File: config.mk
export PLATFORM = sky130hd
export DESIGN_NAME = fir_param_flat
export DESIGN_NICKNAME = d
export VERILOG_FILES = /design/src/rtl/fir_param_if.sv /design/src/rtl/fir_param.sv /design/src/flat_wrapper.sv
export SDC_FILE = /design/constraint.sdc
export NUM_CORES = 1
export LEC_CHECK = 0
export ABC_AREA = 1
export CORE_ASPECT_RATIO = 2
export CORE_MARGIN = 3
export CORE_UTILIZATION = 35
export DETAILED_ROUTE_END_ITERATION = 7
export GPL_TIMING_DRIVEN = 0
export HOLD_SLACK_MARGIN = 0.12
export PLACE_DENSITY = 0.58
export SLEW_MARGIN = 20
export SYNTH_ARGS = -nofsm -noshare
export SYNTH_HDL_FRONTEND = slang
export SYNTH_SLANG_ARGS = --single-unit
File: constraint.sdc
create_clock -name clk -period 10.3 [get_ports clk]
set_input_delay 2.575 -clock clk [delete_from_list [all_inputs] [get_ports clk]]
set_output_delay 2.575 -clock clk [all_outputs]
set_load 0.1 [all_outputs]
File: src/rtl/fir_param_if.sv
// Bus bundle for fir_param: control, sample stream, coefficient port and result.
interface fir_param_if #(
  parameter int unsigned DW   = 4,
  parameter int unsigned CW   = 4,
  parameter int unsigned TAPS = 3
);
  localparam int unsigned OW = DW + CW + $clog2(TAPS);
  localparam int unsigned IW = $clog2(TAPS);

  logic          start;
  logic          halt;
  logic          in_valid;
  logic [DW-1:0] in;
  logic          coef_we;
  logic [IW-1:0] coef_idx;
  logic [CW-1:0] coef_data;
  logic [OW-1:0] out;
  logic          out_valid;
  logic          busy;
  logic          done;

  modport master (
    output start, halt, in_valid, in, coef_we, coef_idx, coef_data,
    input  out, out_valid, busy, done
  );

  modport slave (
    input  start, halt, in_valid, in, coef_we, coef_idx, coef_data,
    output out, out_valid, busy, done
  );
endinterface

File: src/rtl/fir_param.sv
// Run-controlled unsigned FIR filter with writable coefficients and a zero-fill tail drain.
module fir_param #(
  parameter int unsigned DW   = 4,
  parameter int unsigned CW   = 4,
  parameter int unsigned TAPS = 3
) (
  input  logic        clk,
  input  logic        rst,
  fir_param_if.slave  bus
);
  localparam int unsigned OW = DW + CW + $clog2(TAPS);
  localparam int unsigned IW = $clog2(TAPS);

  typedef enum logic [1:0] {IDLE, RUN, DRAIN, DONE} state_t;

  state_t        state_q, state_n;
  logic [DW-1:0] x_q [TAPS];
  logic [DW-1:0] x_n [TAPS];
  logic [CW-1:0] coef_q [TAPS];
  logic [IW-1:0] cnt_q, cnt_n;
  logic [OW-1:0] out_q;
  logic          out_valid_q, busy_q, done_q;

  logic          shift_c;
  logic          clear_c;
  logic [DW-1:0] shift_val_c;
  logic          out_valid_c;
  logic          coef_wr_c;
  logic [OW-1:0] y_c;

  // Next state, delay-line update and strobes
  always_comb begin
    state_n     = state_q;
    cnt_n       = cnt_q;
    shift_c     = 1'b0;
    clear_c     = 1'b0;
    shift_val_c = '0;
    out_valid_c = 1'b0;
    coef_wr_c   = 1'b0;
    case (state_q)
      IDLE: begin
        coef_wr_c = bus.coef_we && (32'(bus.coef_idx) < TAPS);
        if (bus.start) begin
          state_n = RUN;
          clear_c = 1'b1;
        end
      end
      RUN: begin
        cnt_n = '0;
        if (bus.in_valid) begin
          shift_c     = 1'b1;
          shift_val_c = bus.in;
          out_valid_c = 1'b1;
        end
        if (bus.halt) state_n = DRAIN;
      end
      DRAIN: begin
        shift_c     = 1'b1;
        out_valid_c = 1'b1;
        cnt_n       = cnt_q + IW'(1);
        if (cnt_q == IW'(TAPS - 2)) state_n = DONE;
      end
      DONE: state_n = IDLE;
      default: state_n = IDLE;
    endcase

    for (int k = 0; k < TAPS; k++) x_n[k] = x_q[k];
    if (clear_c) begin
      for (int k = 0; k < TAPS; k++) x_n[k] = '0;
    end else if (shift_c) begin
      x_n[0] = shift_val_c;
      for (int k = 1; k < TAPS; k++) x_n[k] = x_q[k-1];
    end
  end

  // Full-precision dot product over the post-shift delay line
  always_comb begin
    y_c = '0;
    for (int k = 0; k < TAPS; k++) y_c = y_c + OW'(coef_q[k]) * OW'(x_n[k]);
  end

  // State, delay line, coefficients and registered outputs
  always_ff @(posedge clk) begin
    if (rst) begin
      state_q     <= IDLE;
      cnt_q       <= '0;
      out_q       <= '0;
      out_valid_q <= 1'b0;
      busy_q      <= 1'b0;
      done_q      <= 1'b0;
      for (int k = 0; k < TAPS; k++) begin
        x_q[k]    <= '0;
        coef_q[k] <= CW'(k + 3);
      end
    end else begin
      state_q     <= state_n;
      cnt_q       <= cnt_n;
      out_valid_q <= out_valid_c;
      busy_q      <= (state_n == RUN) || (state_n == DRAIN);
      done_q      <= (state_n == DONE);
      if (out_valid_c) out_q <= y_c;
      for (int k = 0; k < TAPS; k++) x_q[k] <= x_n[k];
      if (coef_wr_c) coef_q[bus.coef_idx] <= bus.coef_data;
    end
  end

  assign bus.out       = out_q;
  assign bus.out_valid = out_valid_q;
  assign bus.busy      = busy_q;
  assign bus.done      = done_q;
endmodule

File: src/flat_wrapper.sv
// flat-port wrapper written by rule: the top's interface ports become plain ports
module fir_param_flat 
#(
  parameter int unsigned DW   = 4,
  parameter int unsigned CW   = 4,
  parameter int unsigned TAPS = 3
)
  (clk, rst, bus_start, bus_halt, bus_in_valid, bus_in, bus_coef_we, bus_coef_idx, bus_coef_data, bus_out, bus_out_valid, bus_busy, bus_done);
  fir_param_if #(.DW(DW), .CW(CW), .TAPS(TAPS)) bus_i ();
  input  logic clk;
  input  logic rst;
  input wire logic [$bits(bus_i.start)-1:0] bus_start;
  input wire logic [$bits(bus_i.halt)-1:0] bus_halt;
  input wire logic [$bits(bus_i.in_valid)-1:0] bus_in_valid;
  input wire logic [$bits(bus_i.in)-1:0] bus_in;
  input wire logic [$bits(bus_i.coef_we)-1:0] bus_coef_we;
  input wire logic [$bits(bus_i.coef_idx)-1:0] bus_coef_idx;
  input wire logic [$bits(bus_i.coef_data)-1:0] bus_coef_data;
  output wire logic [$bits(bus_i.out)-1:0] bus_out;
  output wire logic [$bits(bus_i.out_valid)-1:0] bus_out_valid;
  output wire logic [$bits(bus_i.busy)-1:0] bus_busy;
  output wire logic [$bits(bus_i.done)-1:0] bus_done;
  assign bus_i.start = bus_start;
  assign bus_i.halt = bus_halt;
  assign bus_i.in_valid = bus_in_valid;
  assign bus_i.in = bus_in;
  assign bus_i.coef_we = bus_coef_we;
  assign bus_i.coef_idx = bus_coef_idx;
  assign bus_i.coef_data = bus_coef_data;
  assign bus_out = bus_i.out;
  assign bus_out_valid = bus_i.out_valid;
  assign bus_busy = bus_i.busy;
  assign bus_done = bus_i.done;
  fir_param #(.DW(DW), .CW(CW), .TAPS(TAPS)) u_core (.clk(clk), .rst(rst), .bus(bus_i));
endmodule
==> flow_summary.json, run 1 <==
{
  "start_kind": "primary input",
  "dpl.hpwl_um": 6757,
  "path_max_fanout": 10,
  "maxCapViolCount": 0,
  "slowest_delay_ns": 0.53,
  "drt-vias-per-instance": 4.623,
  "final_util": 0.4238,
  "initial_core_util": 0.3610,
  "arrival_ns": 8.68,
  "post-route-min-period_ns": 8.488,
  "synthFlopType": "dfxtp_1",
  "slew_violations": 0,
  "die_x_um": 76.96,
  "fp.dieArea_mm2": 0.01138,
  "gp_congestion": 0.8717,
  "overflow": 0,
  "crit_required_ns": 10.49,
  "ys_types": 33,
  "min_delay_worst_endpoint": "u_core.cnt_q[0]",
  "setup_tns_ns": 0,
  "r2r_start": "u_core.state_q[0]",
  "r2r-end": "u_core.bus.out[8]",
  "outcome": "complete, no violations",
  "post_cts_buffers": 0,
  "grt_pass1_wl_um": 12970,
  "cts_hold_buf": 0,
  "wl_um": 7703,
  "multi_input_area_mm2": 0.002152,
  "wire_per_inst_um": 12.67,
  "worst_pin_slew_ns": 0.9818,
  "path_class": "in -> reg",
  "power_density_mw_per_mm2": 128.9,
  "drc": 0,
  "cts_root_buf": "clkbuf_16",
  "synth_warnings": 0,
  "cts_sinks": 41,
  "numCtsBuffers": 5,
  "final_cell_mix": "inv_1 (93), nor2_1 (82), nand2_1 (58), ha_1 (45), dfxtp_1 (29)",
  "track_usage": 0.1442,
  "worstSkewPairLatency_ns": 0.28,
  "hp-class": "reg -> reg",
  "timing.final.crit_share": 0.8240,
  "port_buffers": 28,
  "drt_iter0_markers": 59,
  "synth-edff-count": 12,
  "antenna_found_initial": 0,
  "hp-start": "u_core.cnt_q[0]",
  "end_kind": "register",
  "htree_levels": 2,
  "cpMaxStageDelayCell": "fa_1",
  "core_area_mm2": 0.009763,
  "fin_skew_ns": 0.005769,
  "ys_seq_area_frac": 0.2670,
  "grt_start_max_net_pins": 13,
  "synthCells": 440,
  "nNetsFinal": 563,
  "setup_viol": 0,
  "cts_tree": "done",
  "synth_area_mm2": 0.003525,
  "ff_latch_area_um2": 940.9,
  "vias": 2811,
  "hold_viol_final": 0,
  "ios": 29,
  "cts_resized": 0,
  "worst-r2r-cell-count": 31,
  "reg2reg_slack_ns": 3.81,
  "rsz0062_at_grt": "no",
  "rows": 51,
  "synthToLayoutAreaGrowth_pct": 17.39,
  "ys_ff_latch": 41,
  "path_clk_slew_ns": 0.06,
  "maxSlewHeadroom": 0.3434,
  "critical_path.most_common_cell": "inv_1",
  "drt-pass1-iter-count": 4,
  "drive_gt1_frac": 0.06513,
  "synth_nets": 528,
  "final_common_cell": "inv_1",
  "antenna_cells": 0,
  "die_y_um": 147.9,
  "crit_start": "bus_in_valid",
  "fill_cells": 990,
  "hold_depth": 1,
  "synth-async-reset-ratio": 0,
  "first_global_vias": 2954,
  "vdd_drop_max_mv": 0.1596,
  "final_antenna_net_count": 0,
  "clock_path_buffers": 2,
  "synth_area_per_cell_um2": 8.011,
  "p_leak_uw": 0.002227,
  "max_freq_mhz": 117.8
}
[cell families after synthesis]
group | synth area share
flip-flops | 0.2670
AO/OA/AOI/OAI | 0.07525
AND/OR/NAND/NOR | 0.1995
adder cells (fa/ha/maj) | 0.3131
buffers and inverters | 0.1225
XOR/XNOR | 0.01988
multiplexers | 0.002840
[state kept, by name, summed over array words and instances, names as in the netlist]
signal and flops:
u_core.coef_q 12, u_core.x_q 12, u_core.bus.out 10, u_core.cnt_q 2, u_core.state_q 2, u_core.bus.busy 1, u_core.bus.done 1, u_core.bus.out_valid 1
[report_power, final]
part	switching, uW	internal [uW]	leakage [uW]
sequential	4.68	175	0.000343
combinational	116	63.2	0.00180
clock	63.1	111	0.0000823
[worst max-delay path, delay by kind of cell]
| family | cells | cell delay (ns) |
|---|---|---|
| buffers and inverters | 10 | 1.04 |
| and+or+nand+nor | 9 | 0.78 |
| xor gates and xnor gates | 1 | 0.18 |
| adders and majority gates | 7 | 3.35 |
| AOI/OAI and AO/OA | 3 | 0.74 |
[per-stage QoR]
| stage | instance area (um^2) | total power [uW] | setup WS, ns | hold WS (ns) | cells |
|---|---|---|---|---|---|
| finish | 4138 | 533.4 | 1.812 | 0.4762 | 608 |
| global route | 4138 | 567.1 | 1.351 | 0.5137 | 608 |
| CTS | 4138 | 543.0 | 1.737 | 0.4842 | 608 |
| detailed placement | 3970 | 366.7 | 1.424 | 0.4770 | 600 |
| global placement | 3970 | 363.7 | 1.465 | 0.4572 | 600 |
| floorplan | 3525 | 318.6 | 2.552 | 0.4437 | 440 |
[final cells by class]
class | count | area share
multi-input cells | 294 | 0.5201
flip-flops and latches | 41 | 0.2274
inverters | 97 | 0.08860
repair buffers | 28 | 0.06774
clock buffers | 8 | 0.04052
well taps | 132 | 0.03992
plain buffers | 8 | 0.01572
[cell usage after synthesis, types with 2 or more instances]
cell type | n | share of area
fa_1 | 27 | 0.15
nand4_1 | 2 | 0.0035
a31oi_1 | 2 | 0.0035
o21ai_0 | 13 | 0.018
inv_2 | 3 | 0.0032
clkbuf_1 | 2 | 0.0021
o21bai_1 | 3 | 0.0064
dfxtp_1 | 29 | 0.16
ha_1 | 45 | 0.16
nand3_1 | 18 | 0.026
inv_1 | 93 | 0.099
o211ai_1 | 4 | 0.0085
xnor2_1 | 3 | 0.0075
o21ai_2 | 6 | 0.015
buf_6 | 2 | 0.0064
or2_1 | 2 | 0.0035
a211oi_1 | 2 | 0.0043
or2_2 | 3 | 0.0053
a21o_1 | 2 | 0.0043
nand2_1 | 58 | 0.062
nor2_1 | 82 | 0.087
nor2_2 | 3 | 0.0053
buf_2 | 3 | 0.0043
xor2_1 | 5 | 0.012
a21oi_1 | 9 | 0.013
edfxtp_1 | 12 | 0.10
[how the worst max path moves through the flow]
stage / endpoint / slack (ns)
final: u_core.bus.out[8] / 1.81
after global routing: u_core.bus.out[8] / 1.35
after CTS: u_core.bus.out[8] / 1.74
after detailed placement: u_core.bus.out[8] / 1.42
after global placement: u_core.bus.out[8] / 1.46
after floorplan: u_core.bus.out[8] / 2.55
[layer usage]
metal	vias up	global-route usage	wire (um)
met5	-	0	0
met4	0	0.06897	249
met3	17	0.01524	120
met2	33	0.3059	4650
met1	1335	0.1272	2682
li1	1426	-	-
No activity file was read; power rests on OpenSTA's default activity.
==> inputs of run 2 (changes only) <==
- clock period: 10.3 -> 8.16 ns (I/O delays scaled with it)
==> run 2 against run 1 <==
Effect of this change:
- design area is 1.2% higher
- die area stayed put
- clock skew is 0.00078 ns higher
- sequential cell count stayed put
- hold slack hardly changed
- routed wire length is 0.96% higher
- sequential power is 27% higher
- largest cell class unchanged
- sequential share of layout area is 0.27 points lower
- final cell count is 0.66% higher
- combinational power is 30% higher
- first-iteration DRC count is 24% higher
- global-route usage stayed put
==> flow_summary.json, run 2 (synthesis results as in run 1) <==
{
  "path_clk_slew_ns": 0.06,
  "first_global_vias": 2954,
  "reg2reg_slack_ns": 1.86,
  "nNetsFinal": 567,
  "gp_congestion": 0.8717,
  "final_cell_mix": "inv_1 (93), nor2_1 (82), nand2_1 (58), ha_1 (44), dfxtp_1 (29)",
  "timing.final.crit_share": 0.9554,
  "crit_required_ns": 8.35,
  "p_total_uw": 678.2,
  "path_class": "in -> reg",
  "cts_root_buf": "clkbuf_16",
  "multi_input_area_mm2": 0.002172,
  "drc": 0,
  "dpl.hpwl_um": 6757,
  "end_kind": "register",
  "p_leak_uw": 0.002239,
  "antenna_found_initial": 0,
  "synthToLayoutAreaGrowth_pct": 18.81,
  "overflow": 0,
  "drive_gt1_frac": 0.07917,
  "wl_um": 7777,
  "wire_per_inst_um": 12.71,
  "hold_depth": 1,
  "min_delay_worst_endpoint": "u_core.cnt_q[0]",
  "drt-vias-per-instance": 4.614,
  "r2r_start": "u_core.state_q[0]",
  "placed_cells": 600,
  "power_density_mw_per_mm2": 162.0,
  "worst_pin_slew_ns": 0.9818,
  "rows": 51,
  "cts_sinks": 41,
  "port_buffers": 28,
  "hp-start": "u_core.cnt_q[0]",
  "worstSkewPairLatency_ns": 0.29,
  "slowest_delay_ns": 0.53,
  "cts_tree": "done",
  "r2r-end": "u_core.bus.out[8]",
  "numCtsBuffers": 5,
  "post_layout_nonfiller_instances": 612,
  "setup_viol": 0,
  "fp.dieArea_mm2": 0.01138,
  "final_area_mm2": 0.004188,
  "core_area_mm2": 0.009763,
  "final_common_cell": "inv_1",
  "setup_tns_ns": 0,
  "drt_iter0_markers": 73,
  "rsz0062_at_grt": "no",
  "fill_cells": 987,
  "vias": 2824,
  "max_freq_mhz": 128.3,
  "htree_levels": 2,
  "dp_worst_setup_slack_ns": -0.1809,
  "grt_pass1_wl_um": 12970,
  "place_area_mm2": 0.003970,
  "track_usage": 0.1442,
  "final.setup.worst_slack_ns": 0.3643,
  "hp-class": "reg -> reg",
  "antenna_cells": 0,
  "die_y_um": 147.9,
  "slew_violations": 0,
  "arrival_ns": 7.98,
  "clock_path_buffers": 2,
  "hold_viol_final": 0,
  "cpMaxStageDelayCell": "clkdlybuf4s50_1",
  "fin_skew_ns": 0.006551,
  "drt-pass1-iter-count": 4,
  "ff_latch_area_um2": 940.9,
  "initial_core_util": 0.3610,
  "maxCapViolCount": 0,
  "path_max_fanout": 10,
  "final_antenna_net_count": 0,
  "post-route-min-period_ns": 7.796,
  "maxSlewHeadroom": 0.3434,
  "grt_start_max_net_pins": 13,
  "start_kind": "primary input",
  "outcome": "complete, no violations",
  "vdd_drop_max_mv": 0.2007,
  "die_x_um": 76.96,
  "ios": 29,
  "worst-r2r-cell-count": 32,
  "critical_path.most_common_cell": "inv_1"
}
-- run 2: cell count changes in the layout (fill, tap and decap cells not counted) --
cell      change
ha_4          +1
o21bai_1      -1
buf_4         +4
ha_1          -1
a21oi_2       +1
o21bai_2      +1
a21oi_1       -1
-- run 2: worst max path at each step --
stage,from,end,cells after the start
floorplan,bus_in_valid,u_core.bus.out[8],29
global placement,bus_in_valid,u_core.bus.out[8],30
detailed placement,bus_in_valid,u_core.bus.out[8],30
CTS,bus_in_valid,u_core.bus.out[8],30
global route,bus_in_valid,u_core.bus.out[8],32
finish,bus_in_valid,u_core.bus.out[8],32
-- run 2: per-stage QoR --
step | hold WS [ns] | util
after floorplan | 0.4437 | -
after global placement | 0.4572 | 0.4066
after detailed placement | 0.4770 | 0.4066
after CTS | 0.4842 | 0.4238
after global routing | 0.5137 | 0.4289
final | 0.4760 | 0.4289
-- run 2: cell type report --
cell class / instances / share of cell area
multi-input combinational: 294 / 0.5187
sequential: 41 / 0.2247
inverter: 97 / 0.08754
timing repair buffer: 32 / 0.07410
clock buffer: 8 / 0.04004
tap: 132 / 0.03944
buffer: 8 / 0.01554
-- run 2: timing repair --
| item | CTS | global route |
|---|---|---|
| resized for setup | 0 | 3 |
| buffers inserted | 0 | 4 |
| setup endpoints to repair | 0 | 4 |
| hold buffers | 0 | 0 |
-- run 2: worst max-delay path: cells and delay by family --
kind                       cells  cell delay [ns]
adders and majority gates      7             3.38
and+or+nand+nor               10             0.74
AOI/OAI and AO/OA              3             0.31
buffers and inverters         11             1.33
xor gates and xnor gates       1             0.18
-- run 2: power by group --
part,switching (uW),internal [uW],leakage [uW],total [uW]
clock,78.1,140,0.0000823,218
combinational,149,84.4,0.00181,233
sequential,5.97,221,0.000343,227
total,233,445,0.00224,678
-- run 2: routing by layer --
layer | vias to the layer above | wire [um] | track usage | part of all wire
met5 | - | 0 | 0 | 0
met4 | 0 | 254 | 0.06897 | 0.033
met3 | 17 | 110 | 0.01524 | 0.014
met2 | 31 | 4724 | 0.3059 | 0.61
met1 | 1342 | 2687 | 0.1272 | 0.35
li1 | 1434 | - | - | -
